## config.mk

```make
export PLATFORM = sky130hd
export DESIGN_NAME = result_store_unit
export DESIGN_NICKNAME = d
export VERILOG_FILES = /design/src/rtl/result_store_unit.sv
export SDC_FILE = /design/constraint.sdc
export NUM_CORES = 1
export LEC_CHECK = 0
export CAP_MARGIN = 25
export CORE_MARGIN = 3
export CORE_UTILIZATION = 52
export DETAILED_ROUTE_END_ITERATION = 8
export HOLD_SLACK_MARGIN = 0.08
export PLACE_DENSITY = 0.81
export SLEW_MARGIN = 20
export SYNTH_ARGS = -nofsm -noshare
export SYNTH_HDL_FRONTEND = slang
export SYNTH_SLANG_ARGS = --single-unit
```

## constraint.sdc

```tcl
create_clock -name Clk -period 5.51 [get_ports Clk]
set_input_delay 0.8265 -clock Clk [delete_from_list [all_inputs] [get_ports Clk]]
set_output_delay 0.8265 -clock Clk [all_outputs]
set_load 0.02 [all_outputs]
```

## src/rtl/result_store_unit.sv

```systemverilog
// Result store unit: turns controller J/K/L/M stores into row-major {addr,data} writes
// through a show-ahead FIFO. Optional macro RESULT_STORE_PARITY_EN adds mem_parity.
module result_store_unit #(
  parameter int WIDTH  = 32,
  parameter int ROWS   = 4,
  parameter int COLS   = 4,
  parameter int ADDR_W = 4,
  parameter int DEPTH  = 4
) (
  input  logic              Clk,
  input  logic              reset,
  input  logic              data_we,
  input  logic [1:0]        jklm_select,
  input  logic              next_row,
  input  logic              column,
  input  logic [WIDTH-1:0]  dataJ,
  input  logic [WIDTH-1:0]  dataK,
  input  logic [WIDTH-1:0]  dataL,
  input  logic [WIDTH-1:0]  dataM,
  output logic              mem_valid,
  input  logic              mem_ready,
  output logic [ADDR_W-1:0] mem_addr,
  output logic [WIDTH-1:0]  mem_data,
  output logic              done,
  output logic              overflow
`ifdef RESULT_STORE_PARITY_EN
  ,
  output logic              mem_parity
`endif
);

  localparam int PW    = $clog2(ROWS + COLS + 1);
  localparam int PTR_W = $clog2(DEPTH);

  logic [PW-1:0]     blk_row_q, blk_row_d;
  logic [PW-1:0]     blk_col_q, blk_col_d;
  logic [PTR_W-1:0]  rd_ptr_q, rd_ptr_d;
  logic [PTR_W-1:0]  wr_ptr_q, wr_ptr_d;
  logic [PTR_W:0]    count_q, count_d;
  logic [ADDR_W-1:0] addr_mem_q [DEPTH];
  logic [ADDR_W-1:0] addr_mem_d [DEPTH];
  logic [WIDTH-1:0]  data_mem_q [DEPTH];
  logic [WIDTH-1:0]  data_mem_d [DEPTH];
`ifdef RESULT_STORE_PARITY_EN
  logic              par_mem_q  [DEPTH];
  logic              par_mem_d  [DEPTH];
`endif
  logic              done_q, done_d;
  logic              overflow_q, overflow_d;

  logic              pop, push, full;
  logic [WIDTH-1:0]  sel_data;
  logic [31:0]       addr_full;
  logic [31:0]       col_next;

  always_comb begin
    pop  = (count_q != '0) && mem_ready;
    full = (count_q == (PTR_W+1)'(DEPTH));
    // A full FIFO still accepts when the head leaves on the same edge.
    push = data_we && !done_q && (!full || pop);

    unique case (jklm_select)
      2'b00:   sel_data = dataJ;
      2'b01:   sel_data = dataK;
      2'b10:   sel_data = dataL;
      default: sel_data = dataM;
    endcase

    addr_full = (32'(blk_row_q) + 32'(jklm_select[1])) * 32'(COLS)
              + 32'(blk_col_q) + 32'(jklm_select[0]);

    addr_mem_d = addr_mem_q;
    data_mem_d = data_mem_q;
`ifdef RESULT_STORE_PARITY_EN
    par_mem_d  = par_mem_q;
`endif
    wr_ptr_d   = wr_ptr_q;
    rd_ptr_d   = rd_ptr_q;
    count_d    = count_q;

    if (push) begin
      addr_mem_d[wr_ptr_q] = addr_full[ADDR_W-1:0];
      data_mem_d[wr_ptr_q] = sel_data;
`ifdef RESULT_STORE_PARITY_EN
      par_mem_d[wr_ptr_q]  = ^sel_data;
`endif
      wr_ptr_d = wr_ptr_q + 1'b1;
    end
    if (pop) rd_ptr_d = rd_ptr_q + 1'b1;
    if (push && !pop)      count_d = count_q + 1'b1;
    else if (!push && pop) count_d = count_q - 1'b1;

    blk_row_d = blk_row_q;
    blk_col_d = blk_col_q;
    col_next  = 32'(blk_col_q) + 32'd2;
    // Pointers freeze once done; no further store can be accepted anyway.
    if (!done_q) begin
      if (next_row) begin
        blk_row_d = PW'(32'(blk_row_q) + 32'd2);
        blk_col_d = '0;
      end else if (push && column) begin
        if (col_next >= 32'(COLS)) begin
          blk_col_d = '0;
          blk_row_d = PW'(32'(blk_row_q) + 32'd2);
        end else begin
          blk_col_d = PW'(col_next);
        end
      end
    end

    done_d     = done_q || (32'(blk_row_d) >= 32'(ROWS));
    overflow_d = overflow_q || (data_we && !push);
  end

  always_ff @(posedge Clk or posedge reset) begin
    if (reset) begin
      blk_row_q  <= '0;
      blk_col_q  <= '0;
      rd_ptr_q   <= '0;
      wr_ptr_q   <= '0;
      count_q    <= '0;
      addr_mem_q <= '{default: '0};
      data_mem_q <= '{default: '0};
`ifdef RESULT_STORE_PARITY_EN
      par_mem_q  <= '{default: 1'b0};
`endif
      done_q     <= 1'b0;
      overflow_q <= 1'b0;
    end else begin
      blk_row_q  <= blk_row_d;
      blk_col_q  <= blk_col_d;
      rd_ptr_q   <= rd_ptr_d;
      wr_ptr_q   <= wr_ptr_d;
      count_q    <= count_d;
      addr_mem_q <= addr_mem_d;
      data_mem_q <= data_mem_d;
`ifdef RESULT_STORE_PARITY_EN
      par_mem_q  <= par_mem_d;
`endif
      done_q     <= done_d;
      overflow_q <= overflow_d;
    end
  end

  assign mem_valid = (count_q != '0);
  assign mem_addr  = addr_mem_q[rd_ptr_q];
  assign mem_data  = data_mem_q[rd_ptr_q];
`ifdef RESULT_STORE_PARITY_EN
  assign mem_parity = par_mem_q[rd_ptr_q];
`endif
  assign done      = done_q;
  assign overflow  = overflow_q;

endmodule

```

==> results.md <==
- Postcts setup bufs: 0
- CTS Buf Count: 17
- Total Routed Length: 18.4 mm
- CTS tree: built
- CTS max path bufs: 2
- Clk sink count: 159
- ANT nets after route: 0
- Cell Area, Synth: 8450 sq um
- Post-DP HPWL: 12.1 mm
- RSZ-0062 raised after global routing: no
- Int Pwr: 0.00219 W
- NetSw: 0.000723 W
- Hold Path Class: reg -> reg
- Slowest cell delay on critical path: 960 ps
- H-Tree Depth: 4
- Biggest area consumer among synthesized cells: dfrtp_1
- Sequential share of the synthesized area: 47.1%
- Routed WL per cell: 21.7 um
- Most frequent cells in the layout: clkdlybuf4s50_1, dfrtp_1, mux2_4, mux4_2, mux2_2
- Clock power share: 39.7%
- Met2 Use GR: 37.6%
- Max_slew headroom: 37.7%
- GRT busiest layer: met2
- Largest cells by area after synthesis: dfrtp_1, mux2_4, mux4_2
- Global route overflow: 0
- Yosys warns: 0
- Layout overhead on the synthesized area: 27.3%
- DRC: 0
- Setup TNS: 0 ps
- Synth Area per Inst: 18.5 sq um
- CP max-delay cell: dfrtp_2
- Die width: 133 um
- Max Freq: 268 MHz
- Initial antenna violation count: 2
- Initial Utilization: 54.3%
- Via density: 5.67
- Syn Nets: 602
- CTS Root Cell: clkbuf_16
- Final Hold Viols: 0
- Sequential power share: 44.4%
- Crit-path cells: buf_4, mux4_2, clkdlybuf4s50_1
- Met1 Use GR: 28.7%
- Final setup vio count: 0
- Fin. max-slew vios: 0
- Critical path endpoint category: output port
- Switching share of power: 24.8%
- Critical Path RT: 4680 ps
- Flop and latch count out of synthesis: 159
- DR pass1 iterations: 4
- Maxcap violations: 0
- Hold-fix buffer count after cts: 0
- Leakage power total: 5.13 nW
- Final worst path period need: 3730 ps
- Reg2reg setup slack: 3250 ps
- PwrDens: 271 nW/um^2
- Die Span Y: 133 um
- Via count: 4821
- Comb pwr share: 15.8%
- Share of cells above drive strength 1: 40.8%
- Core area: 15500 sq um
- N_diodes: 0
- Synth top area share: 47.1%
- Worst skew pair latency: 420 ps
- Largest net degree at the start of global routing: 77
- Crit path DAT: 2910 ps
- All-layer global routing usage: 22.2%
- Post-CTS resize count: 0
- Final GP Congestion: 0.761
- Vias in the first global route: 5511
- Fin crit share: 67.7%
- Layout Skew: 6.99 ps
- Status: complete, no violations
- CP Class: reg -> out
- Clock transition at the registers of the reported paths: 60 ps
- Yosys cell types: 32
- Peak fanout along the critical path: 27
- Max IR drop VDD: 217 uV
- # IOs: 175
- DR iter-0 viols: 321
- Final #Nets: 773
- Crit path launch type: flop
- Cells after synthesis: 457
- Site row count: 45
- Met3 Track Usage GR: 5.51%
- Final cell utilization of the core: 69.2%
- Commonest non-fill, non-tap cell in the layout: clkdlybuf4s50_1
- Crit-path leading delay family: buffers and inverters
- Port-buffer cells: 174
- Buf+Inv Stages, Crit Path: 2
- First-pass GRT wire length: 30.8 mm
- Slew at the pin closest to its max-slew limit: 934 ps
- Die area: 17800 sq um
-- final cells by class --
cell class              count  area (sq um)
clock buffers              25           505
clock inverters             6          80.1
fillers                  1033          4790
inverters                   4          20.0
multi-input cells         266          4110
flip-flops and latches    159          3980
well taps                 211           264
repair buffers            180          1790
-- power groups by stage --
stage / Clock [W] / Sequential (W) / Combinational [W]
final: 0.00116 / 0.00130 / 0.000462
after global routing: 0.00123 / 0.00131 / 0.000499
after CTS: 0.00118 / 0.00134 / 0.000415
after detailed placement: 0 / 0.00136 / 0.000414
after global placement: 0 / 0.00135 / 0.000398
after floorplan: 0 / 0.00123 / 0.000361
-- Yosys cell counts, drive strengths merged --
master	instances
nand3b	1
nor4	1
buf	21
and2	3
mux4	68
ha	8
o21ai	4
nor2	2
or2	1
xor2	3
nor4b	1
a21o	1
o211ai	1
dfrtp	159
nand2	7
o21a	1
or3	1
nor3	2
nand3	1
clkbuf	7
mux2i	1
inv	4
mux2	146
a21oi	1
nor3b	1
fa	1
xnor2	8
nand2b	2
-- per-stage QoR --
stage / total power (W) / std cells / hold WS (ps) / area [sq um] / setup WS [ps]
after CTS: 0.00294 / 850 / 474 / 10700 / 1680
after floorplan: 0.00159 / 457 / 456 / 8450 / 392
after detailed placement: 0.00178 / 819 / 451 / 10100 / 2140
final: 0.00292 / 851 / 468 / 10700 / 1780
after global routing: 0.00303 / 851 / 497 / 10700 / 1620
after global placement: 0.00175 / 819 / 450 / 10100 / 2200
-- sequential cells by signal, indices dropped and copies added, names as in the netlist --
signal / cells
blk_row_q: 3
addr_mem_q: 16
overflow: 1
count_q: 3
rd_ptr_q: 2
blk_col_q: 3
done: 1
wr_ptr_q: 2
data_mem_q: 128
-- metal layers --
metal | part of all wire (%) | wire length [um] | vias to the layer above
li1 | - | - | 2095
met1 | 42 | 7800 | 2562
met2 | 51 | 9470 | 137
met3 | 5.1 | 934 | 23
met4 | 1.2 | 226 | 4
met5 | 0.11 | 21 | -
-- kinds of logic (layout without fill, tap and decap cells) --
kind of cell	after synthesis	count (layout)	synth area share [%]
buffers and inverters	32	215	4.24
multiplexers	215	215	43.1
AO/OA/AOI/OAI	8	8	0.563
adder cells (fa/ha/maj)	9	9	1.42
flip-flops	159	159	47.1
XOR/XNOR	11	11	1.14
AND/OR/NAND/NOR	23	23	2.47
-- path summary, 6_finish.rpt --
path	from	endpoint	cells after the start
setup / recovery	rd_ptr_q[0]	mem_data[10]	3
hold / removal	overflow	overflow	1
setup reg to reg	count_q[0]	count_q[2]	8
hold reg to reg	overflow	overflow	1
max in group asynchronous	reset	blk_col_q[3]	3
min in group asynchronous	reset	data_mem_q[112]	2
No activity file was read; power rests on OpenSTA's default activity.
